$ cat src/rtl/led_blink_pkg.sv
`default_nettype none
// ============================================================================
//  Module      : led_blink_pkg
//  Description : Shared mode encodings and elaboration helpers for the
//                multi-channel LED driver.
//  Revision    : 1.0 - initial release
// ============================================================================
package led_blink_pkg;

    localparam logic [1:0] MODE_OFF     = 2'd0;
    localparam logic [1:0] MODE_ON      = 2'd1;
    localparam logic [1:0] MODE_BLINK   = 2'd2;
    localparam logic [1:0] MODE_ONESHOT = 2'd3;

    // Clock cycles per tick; the caller must choose an exact divisor >= 2.
    function automatic int calc_div(input int clk_hz, input int tick_hz);
        return clk_hz / tick_hz;
    endfunction

    // Bit width needed to index v items, never less than one bit.
    function automatic int clog2_min1(input int v);
        return (v <= 2) ? 1 : $clog2(v);
    endfunction

endpackage
`default_nettype wire

$ cat src/rtl/led_blink_array_tick_gen.sv
`default_nettype none
// ============================================================================
//  Module      : tick_gen
//  Description : Free-running prescaler producing a one-cycle tick every
//                CLK_HZ/TICK_HZ clocks.
//  Revision    : 1.0 - initial release
// ============================================================================
module tick_gen
    import led_blink_pkg::*;
#(
    parameter int CLK_HZ  = 125_000_000,
    parameter int TICK_HZ = 1000
) (
    input  logic clk,
    input  logic rst_n,
    output logic tick
);

    localparam int             c_DIV  = calc_div(CLK_HZ, TICK_HZ);
    localparam int             c_CW   = clog2_min1(c_DIV);
    localparam logic [c_CW-1:0] c_LAST = c_CW'(c_DIV - 1);

    logic [c_CW-1:0] r_cnt;

    always_ff @(posedge clk or negedge rst_n) begin
        if (!rst_n) begin
            r_cnt <= '0;
        end else if (r_cnt == c_LAST) begin
            r_cnt <= '0;
        end else begin
            r_cnt <= r_cnt + c_CW'(1);
        end
    end

    assign tick = (r_cnt == c_LAST);

endmodule
`default_nettype wire

$ cat src/rtl/led_blink_array.sv
`default_nettype none
// ============================================================================
//  Module      : led_blink_array
//  Description : N_CH independent LED channels (OFF/ON/BLINK/ONESHOT) sharing
//                one prescaler tick, configured through a single-cycle write.
//  Revision    : 1.0 - initial release
// ============================================================================
module led_blink_array
    import led_blink_pkg::*;
#(
    parameter int CLK_HZ  = 125_000_000,
    parameter int TICK_HZ = 1000,
    parameter int N_CH    = 4,
    parameter int PER_W   = 12
) (
    input  logic                          clk,
    input  logic                          rst_n,
    input  logic                          cfg_we,
    input  logic [clog2_min1(N_CH)-1:0]   cfg_ch,
    input  logic [1:0]                    cfg_mode,
    input  logic [PER_W-1:0]              cfg_half,
    output logic [N_CH-1:0]               led,
    output logic [N_CH-1:0]               busy,
    output logic                          tick
);

    localparam int c_CHW = clog2_min1(N_CH);

    logic             w_tick;
    logic [PER_W-1:0] w_half_in;

    tick_gen #(
        .CLK_HZ  (CLK_HZ),
        .TICK_HZ (TICK_HZ)
    ) u_tick_gen (
        .clk   (clk),
        .rst_n (rst_n),
        .tick  (w_tick)
    );

    assign tick      = w_tick;
    assign w_half_in = (cfg_half == '0) ? PER_W'(1) : cfg_half;

    genvar g;
    generate
        for (g = 0; g < N_CH; g++) begin : g_ch
            logic [1:0]       r_mode;
            logic [PER_W-1:0] r_half;
            logic [PER_W-1:0] r_cnt;
            logic             r_led;
            logic             w_wr;
            logic             w_hit;

            // Channel indices beyond N_CH never match, so such writes drop.
            assign w_wr  = cfg_we && (cfg_ch == c_CHW'(g));
            assign w_hit = (r_cnt == (r_half - PER_W'(1)));

            // A write takes priority over a coincident tick for this channel.
            always_ff @(posedge clk or negedge rst_n) begin
                if (!rst_n) begin
                    r_mode <= MODE_OFF;
                    r_half <= '0;
                    r_cnt  <= '0;
                    r_led  <= 1'b0;
                end else if (w_wr) begin
                    r_mode <= cfg_mode;
                    r_half <= w_half_in;
                    r_cnt  <= '0;
                    r_led  <= (cfg_mode != MODE_OFF);
                end else if (w_tick) begin
                    case (r_mode)
                        MODE_BLINK: begin
                            if (w_hit) begin
                                r_led <= ~r_led;
                                r_cnt <= '0;
                            end else begin
                                r_cnt <= r_cnt + PER_W'(1);
                            end
                        end
                        MODE_ONESHOT: begin
                            if (w_hit) begin
                                r_led  <= 1'b0;
                                r_mode <= MODE_OFF;
                                r_cnt  <= '0;
                            end else begin
                                r_cnt <= r_cnt + PER_W'(1);
                            end
                        end
                        default: begin
                        end
                    endcase
                end
            end

            assign led[g]  = r_led;
            assign busy[g] = (r_mode == MODE_ONESHOT);
        end
    endgenerate

endmodule
`default_nettype wire

$ cat config.mk
export PLATFORM = sky130hd
export DESIGN_NAME = led_blink_array
export DESIGN_NICKNAME = d
export VERILOG_FILES = /design/src/rtl/led_blink_pkg.sv /design/src/rtl/led_blink_array_tick_gen.sv /design/src/rtl/led_blink_array.sv
export SDC_FILE = /design/constraint.sdc
export NUM_CORES = 1
export LEC_CHECK = 0
export CORE_MARGIN = 2
export CORE_UTILIZATION = 56
export CTS_BUF_LIST = sky130_fd_sc_hd__clkbuf_16
export CTS_CLUSTER_DIAMETER = 40
export CTS_CLUSTER_SIZE = 14
export DETAILED_ROUTE_END_ITERATION = 10
export PLACE_DENSITY_LB_ADDON = 0.15
export SLEW_MARGIN = 25
export SYNTH_ARGS = -nofsm -noshare
export SYNTH_HDL_FRONTEND = slang
export SYNTH_SLANG_ARGS = --single-unit
$ cat constraint.sdc
create_clock -name clk -period 2.64 [get_ports clk]
set_clock_uncertainty 0.15 [all_clocks]
set_input_delay 0.528 -clock clk [delete_from_list [all_inputs] [get_ports clk]]
set_output_delay 0.528 -clock clk [all_outputs]
set_load 0.01 [all_outputs]
== Yosys cells after proc, flatten, opt, wreduce, memory -nomap -nowiden ==
Index checks and enable logic that the tools add are counted.
Storage, ports and cells
  bits in registers: 125
  input port bits: 19
  logic and storage cells: 151
Operators by class
  $add $sub $neg: 9
  equality and inequality tests: 24
  multiplexer cells: 54
  bitwise gates (word level): 4
  reductions and logical operators: 43
Operator list (number)
  $mux 12: 17
  $add 12x1->12 const B: 4
  $eq 12x12->1: 4
  $sub 12x1->12 const B: 4
  $reduce_bool 2->1: 17
  $mux 2: 16
  $eq 2x2->1 const B: 10
  $add 17x1->17 const B: 1
  $eq 17x17->1 const B: 1
  $mux 17: 1
  $mux 1: 16
  $reduce_and 4->1: 4
  $logic_not 12->1: 1
  $ne 3x1->1 const B: 4
  $ne 3x3->1 const B: 4
  $reduce_and 3->1: 4
  $reduce_bool 3->1: 4
  $pmux 1 s2: 4
  $reduce_and 2->1: 4
  $reduce_or 2->1: 4
  $logic_and 1x1->1: 4
  $not 1->1: 4
  $eq 2x1->1 const B: 1
  $logic_not 2->1: 1

== Logic depth before layout (Yosys ltp) ==
Gate-level depths: netlist of the first run.
  depth after elaboration: 6
  depth in mapped cells: 10
  depth with buffers taken out: 9

== By module ==
A second synthesis of the first run with hierarchy kept.
Second synthesis, totals
  cells, all modules: 823
  area, all modules: 7224.4 sq um
By module, submodules not included
  led_blink_array: instances 1, cells an instance 747, area each 6374.9 sq um
  tick_gen: instances 1, cells an instance 76, area each 849.6 sq um

== Least setup slack after synthesis of the first run ==
OpenSTA, ideal clock, no wires.
  path kind: flip-flop to flip-flop
  start: register g_ch[0].r_half[0]
  end: register g_ch[0].r_led
  library setup time: 0.082 ns
  arrival time: 2.647 ns
  path slack: -0.239 ns
  stages on the path, launching flop included: 10
  cell sequence: dfrtp_1 -> inv_1 -> ha_1 -> or4b_1 -> or3_1 -> a211o_1 -> nand4_1 -> o2111ai_1 -> or4_1 -> a31oi_1
On the way
  longest elaborated chain between the ends: 4
  elaborated cells between the ends (all ways): 5
Ends and longest elaborated chain
  from (decl): line led_blink_array.sv:48  | logic [PER_W-1:0] r_half;
  from (signal assigned): line led_blink_array.sv:67  | r_half <= w_half_in;
  $sub 12x1->12 (*): line led_blink_array.sv:56  | assign w_hit = (r_cnt == (r_half - PER_W'(1)));
  $eq 12x12->1 (*): line led_blink_array.sv:56
  $ne 3x3->1 (no source line) or $ne 3x1->1 (tied branches)
  $reduce_and 4->1 (no source line) (*)
  to (signal assigned): line led_blink_array.sv:69  | r_led <= (cfg_mode != MODE_OFF);
  to (signal assigned): line led_blink_array.sv:74  | r_led <= ~r_led;
  to (decl): line led_blink_array.sv:50  | logic r_led;
Every way passes the cells marked *; elsewhere a longest branch is shown, timed or not.
A chain may end at the register's enable or synchronous reset.

== Worst setup path in the final report of the first run ==
Same ends and word-level chain as after synthesis.

==> flow_summary.ini, run 1 <==
[outcome]
outcome = finished, violations left
violations = setup timing

[floorplan]
die_height_um = 118.8
start_util_pct = 57.82
dieArea_um2 = 14120
ios = 28
die_x_um = 118.8
core-area_um2 = 12770
row_count = 41

[synthesis]
synth.distinct_cells = 62
synth_warnings = 0
synth-seq-cells = 125
syn_nets = 899
synth_flop_cell = dfrtp_1
syn_area_per_cell_um2 = 8.480
ys_seq_area_share_pct = 42.35
syn_inst = 871
synth_area_um2 = 7386
synth_edf_count = 0
async_reset_ff_share_pct = 100.0

[grt]
grt_max_degree = 126
grt_pass1_wl_um = 33670
gr-total-overflow = 0
antenna_found_initial = 0
grt_pass1_vias = 6818
grt_use_total_pct = 29.82

[clocking]
clock_path_buffers = 2
cts-htree-levels = 4
hold_buffers = 0
cts-root-buf = clkbuf_16
clkSinkCount = 125
cts.clk_slew.worst_paths_ns = 0.05
cts_tree = yes
cts_made_buffers = 17
clk_latency_ns = 0.42

[power_and_ir_drop]
powerDensity_nw_per_um2 = 630.8
irDropWorstVdd_mv = 0.4643
p_sw_share_pct = 31.11
p_leak_nw = 4.241
switchingPower_w = 0.001871
combPwrFrac_pct = 24.8
internal_power_w = 0.004145
clockPowerShare_pct = 36.1
share_seq_of_total_power_pct = 39.1

[placement]
dp_hpwl_um = 14160
post-place-ws_ns = -0.3082
portBuffers = 27
place_congestion = 0.9379
place_area_um2 = 8506

[layout]
layout-drive-gt1-share_pct = 20.34
n_fill_cell = 924
nets = 1018
diodes = 0
synthToLayoutAreaGrowth_pct = 29.12
design_area_um2 = 9537

[sta]
slew_headroom_pct = 53.40
finalHoldViolCount = 0
post-route-period-util_pct = 108.6
setup_viol = 19
min_period_ns = 2.868
fin_ws_ns = -0.2277
tightest_slew_ns = 0.6990
slew_viol_final = 0
fmax_mhz = 348.7
rsz0062_at_grt = yes

[route]
drc = 0
vias = 7061
wl_um = 20930
wl_per_cell_um = 17.81
antenna_left = 0
drt_iter0_drc = 604
vias_per_cell = 6.009
dr.pass1.iters = 5

[critical_path]
cp.required_ns = 2.83
critPathArrivalTime_ns = 3.05
cp_max_fo = 5
cp-end-kind = flop
start_kind = flop
critPathKind = flop to flop

[flow_run]
maxCapViolCount = 0

[min_path]
hold_path_class = primary input to async pin
[power by group through the flow]
stage | Combinational [W] | Sequential [W] | Clock, W
2_1_floorplan | 0.000876 | 0.00231 | 0
3_3_place_gp | 0.00132 | 0.00235 | 0
3_5_place_dp | 0.00138 | 0.00237 | 0
4_1_cts | 0.00142 | 0.00234 | 0.00219
5_1_grt | 0.00163 | 0.00238 | 0.00228
6_report | 0.00149 | 0.00235 | 0.00217
[cell usage after synthesis, types with 4 or more instances]
cell,number,area [µm²]
nor4b_1,6,52.55
nand3b_1,5,37.54
xor2_1,40,350.3
o211ai_1,12,90.09
or3b_2,5,43.79
or2_2,6,37.54
or4_1,6,45.04
and4_1,5,43.79
nor4_2,4,50.05
ha_1,9,112.6
nor2b_1,7,43.79
nor4_1,12,75.07
nand2b_1,10,62.56
inv_1,29,108.9
o21ai_0,34,170.2
o31ai_1,4,30.03
dfrtp_1,125,3128
mux2i_1,5,50.05
a211oi_1,9,67.56
nor3b_1,4,30.03
or3_1,12,75.07
nor2_1,81,304.0
clkbuf_1,29,108.9
a21oi_1,13,65.06
nand4_1,20,125.1
nand3_1,39,195.2
buf_4,4,30.03
and2_1,5,31.28
xnor2_1,50,437.9
and3_1,13,81.33
nor3_1,23,115.1
nand2_1,186,698.2
a31oi_1,12,75.07
o22ai_1,6,37.54
[sequential cells by signal, indices dropped and copies added (netlist names)]
name / flops
g_ch.r_led: 4
u_tick_gen.r_cnt: 17
g_ch.r_cnt: 48
g_ch.r_mode: 8
g_ch.r_half: 48
[metal layers]
metal	track usage [%]	wire, µm	vias to the layer above
met4	12.95	786	0
met3	5.843	1225	76
met1	38.94	8731	3425
met2	48.42	10180	292
li1	-	-	3268
met5	0	0	-
[stage by stage]
step	utilization, %	cells	setup TNS [ns]	hold WS (ns)	power, W
floorplan	-	871	-0.1861	0.08241	0.003190
finish	74.66	1175	-2.098	0.02305	0.006016
global route	74.66	1175	-4.817	0.1318	0.006294
CTS	71.54	1166	-1.711	0.09714	0.005942
global placement	66.59	1130	-0.8209	0.2883	0.003673
detailed placement	66.59	1130	-2.320	0.2932	0.003741
[what timing repair did]
item                                    in CTS  in global routing
gates cloned                                 0                  1
endpoints found under the setup margin      28                 55
pin swaps                                   13                 20
buffers inserted                             4                  8
gates resized for setup                     19                 61
[path summary, 6_finish.rpt]
check / from / to / slack (ns) / depth (start not counted)
max: g_ch[0].r_half[0] / g_ch[0].r_led / -0.23 / 9
min: rst_n / g_ch[2].r_cnt[4] / 0.02 / 2
max reg2reg: g_ch[0].r_half[0] / g_ch[0].r_led / -0.23 / 9
min reg2reg: u_tick_gen.r_cnt[0] / u_tick_gen.r_cnt[0] / 0.31 / 1
max in group asynchronous: rst_n / g_ch[1].r_half[4] / 1.74 / 2
min in group clk: u_tick_gen.r_cnt[0] / u_tick_gen.r_cnt[0] / 0.31 / 1
[cells in the final DEF (no fill, tap or decap), types with 5 or more instances in the layout]
cell type and n:
nor2_4 6, xor2_1 36, or3_1 10, o21ai_0 32, o211ai_1 12, inv_1 31
clkbuf_16 18, nand2_1 183, xnor2_1 49, nand4_1 20, buf_4 99, a31oi_1 11
nand3b_1 5, nand3_1 34, buf_6 8, o22ai_1 6, dfrtp_1 123, clkdlybuf4s50_1 25
nor4_4 5, or2_2 6, a21oi_1 12, ha_1 7, clkinv_2 5, nand2b_1 10
nor4b_1 5, and4_1 5, mux2i_1 5, nor4_1 9, nor2_1 71, nor3_1 21
nor2b_1 7, a211oi_1 9, and3_1 13
[area by class of cell]
cell class / instances / area (µm²) / area share [%]
multi-input cells: 681 / 4373 / 45.85
clock inverters: 15 / 115.1 / 1.207
clock buffers: 17 / 425.4 / 4.461
repair buffers: 136 / 1169 / 12.25
inverters: 29 / 108.9 / 1.141
flip-flops and latches: 125 / 3131 / 32.83
well taps: 172 / 215.2 / 2.257
[worst max-delay path, cell delays in order, from the launching register on]
cell and delay (ns):
dfrtp_1 0.42, inv_2 0.08, ha_4 0.12, or4b_4 0.50
or3_4 0.39, a211o_1 0.27, nand4_1 0.11, o2111ai_2 0.15
or4_1 0.43, a31oi_1 0.18
[cells by family after synthesis]
group	count (synthesis)	synth area share, %
simple gates	460	30.51
flops	125	42.35
compound gates	115	10.28
xor+xnor	91	10.98
buf+inv	65	3.524
fa+ha+maj	9	1.525
mux	6	0.8301
Note: power is estimated with default switching activity, not from simulation.
==> inputs of run 2 (changes only) <==
--- a/config.mk
+++ b/config.mk
@@ -5,12 +5,12 @@
 export SDC_FILE = /design/constraint.sdc
 export NUM_CORES = 1
 export LEC_CHECK = 0
-export CORE_MARGIN = 2
-export CORE_UTILIZATION = 56
+export CORE_UTILIZATION = 35
 export CTS_BUF_LIST = sky130_fd_sc_hd__clkbuf_16
 export CTS_CLUSTER_DIAMETER = 40
 export CTS_CLUSTER_SIZE = 14
 export DETAILED_ROUTE_END_ITERATION = 10
+export GPL_ROUTABILITY_DRIVEN = 1
 export PLACE_DENSITY_LB_ADDON = 0.15
 export SLEW_MARGIN = 25
 export SYNTH_ARGS = -nofsm -noshare
==> flow_summary.ini, run 2 (same netlist as run 1, synthesis figures left out) <==
[layout]
post-route-util_pct = 47.23
layout-drive-gt1-share_pct = 19.92
n_fill_cell = 2013
diodes = 0
nets = 1036
multi_input_comb_area_um2 = 4230
seq_area_um2 = 3131
top_regs = g_ch.r_cnt: 48 flops, g_ch.r_half: 48 flops, u_tick_gen.r_cnt: 17 flops
layout_common_cells = nand2_1, dfrtp_1, buf_4, nor2_1, xnor2_1
layout_commonest_cell = nand2_1
design_area_um2 = 9648
synthToLayoutAreaGrowth_pct = 30.63

[min_path]
hold_path_class = flop to flop

[sta]
tightest_slew_ns = 0.7078
slew_headroom_pct = 52.81
fmax_mhz = 359.4
post-route-period-util_pct = 105.4
finalHoldViolCount = 0
min_period_ns = 2.782
setup_viol = 8
rsz0062_at_grt = yes
fin_ws_ns = -0.1423
slew_viol_final = 0

[critical_path]
critPathKind = flop to flop
critPathArrivalTime_ns = 2.97
cp_max_fo = 4
start_kind = flop
cp.required_ns = 2.83
cp-end-kind = flop

[floorplan]
dieArea_um2 = 21690
core-area_um2 = 20430
die_height_um = 147.3
row_count = 52
ios = 28
die_x_um = 147.3
start_util_pct = 36.15

[power_and_ir_drop]
p_leak_nw = 4.281
powerDensity_nw_per_um2 = 628.5
irDropWorstVdd_mv = 0.4609

[clocking]
cts-htree-levels = 4
cts_made_buffers = 17
clkSinkCount = 125
cts_tree = yes
clk_latency_ns = 0.42
clock_path_buffers = 2
cts-root-buf = clkbuf_16
cts.clk_slew.worst_paths_ns = 0.06

[route]
dr.pass1.iters = 4
wl_um = 20890
antenna_left = 0
drc = 0
drt_iter0_drc = 299
wl_per_cell_um = 16.20
vias_per_cell = 5.147
vias = 6635

[outcome]
violations = setup timing
outcome = finished, violations left

[grt]
grt_pass1_wl_um = 34160
gr-total-overflow = 0
grt_pass1_vias = 6528
grt_max_degree = 43
grt_use_total_pct = 20.07
antenna_found_initial = 0

[placement]
place_congestion = 0.8299
portBuffers = 27
place_area_um2 = 8825
dp_hpwl_um = 15470

[flow_run]
maxCapViolCount = 0
run 2: path summary, 6_finish.rpt:
kind,startpoint,endpoint,slack (ns),depth (start not counted)
setup / recovery,g_ch[0].r_half[1],g_ch[0].r_led,-0.14,9
hold / removal,u_tick_gen.r_cnt[0],u_tick_gen.r_cnt[0],0.31,1
setup reg to reg,g_ch[0].r_half[1],g_ch[0].r_led,-0.14,9
hold reg to reg,u_tick_gen.r_cnt[0],u_tick_gen.r_cnt[0],0.31,1
max in group asynchronous,rst_n,u_tick_gen.r_cnt[8],1.25,3
min in group asynchronous,rst_n,g_ch[2].r_cnt[3],0.45,2
run 2: metrics by stage:
| stage | power [W] | instances | setup TNS [ns] | setup slack (ns) | hold WS, ns |
|---|---|---|---|---|---|
| 6_report | 0.006064 | 1289 | -0.6107 | -0.1423 | 0.3087 |
| 5_1_grt | 0.006397 | 1289 | -2.248 | -0.2438 | 0.3404 |
| 4_1_cts | 0.006054 | 1284 | -0.9074 | -0.1423 | 0.3085 |
| 3_5_place_dp | 0.003786 | 1248 | -1.374 | -0.1516 | 0.3025 |
| 3_3_place_gp | 0.003779 | 1248 | -0.5378 | -0.09527 | 0.2948 |
| 2_1_floorplan | 0.003190 | 871 | -0.1861 | -0.09382 | 0.08241 |
run 2: per-layer routing:
| metal | global-route usage (%) | routed length [µm] | part of all wire, % |
|---|---|---|---|
| met5 | 0 | 0 | 0 |
| met1 | 26.97 | 9963 | 48 |
| met4 | 5.670 | 220 | 1.1 |
| met3 | 3.602 | 657 | 3.1 |
| met2 | 33.00 | 10040 | 48 |
run 2: area by class of cell:
type                    instances  area share [%]
multi-input cells             681           43.85
flip-flops and latches        125           32.45
repair buffers                154           13.51
clock buffers                  17           4.409
well taps                     270           3.501
clock inverters                13           1.154
inverters                      29           1.128
run 2: worst max-delay path, stage by stage (launching register included):
cell and delay [ns]:
dfrtp_1 0.40, inv_2 0.08, ha_4 0.13, or4b_4 0.45
or3_1 0.36, a211o_1 0.26, nand4_1 0.13, o2111ai_4 0.16
or4_1 0.43, a31oi_1 0.16
run 2: repair_timing:
action / in CTS / in global routing
buffers inserted: 5 / 5
hold endpoints to repair: 28 / 0
resized for setup: 13 / 39
hold buffers: 1 / 0
pin swaps: 2 / 17
setup endpoints to repair: 22 / 53
run 2: power by group:
group,internal [W],leakage (nW),total (W),switching [W]
clock network,0.00135,0.268,0.00220,0.000848
logic,0.000725,2.42,0.00152,0.000799
registers,0.00211,1.60,0.00234,0.000235
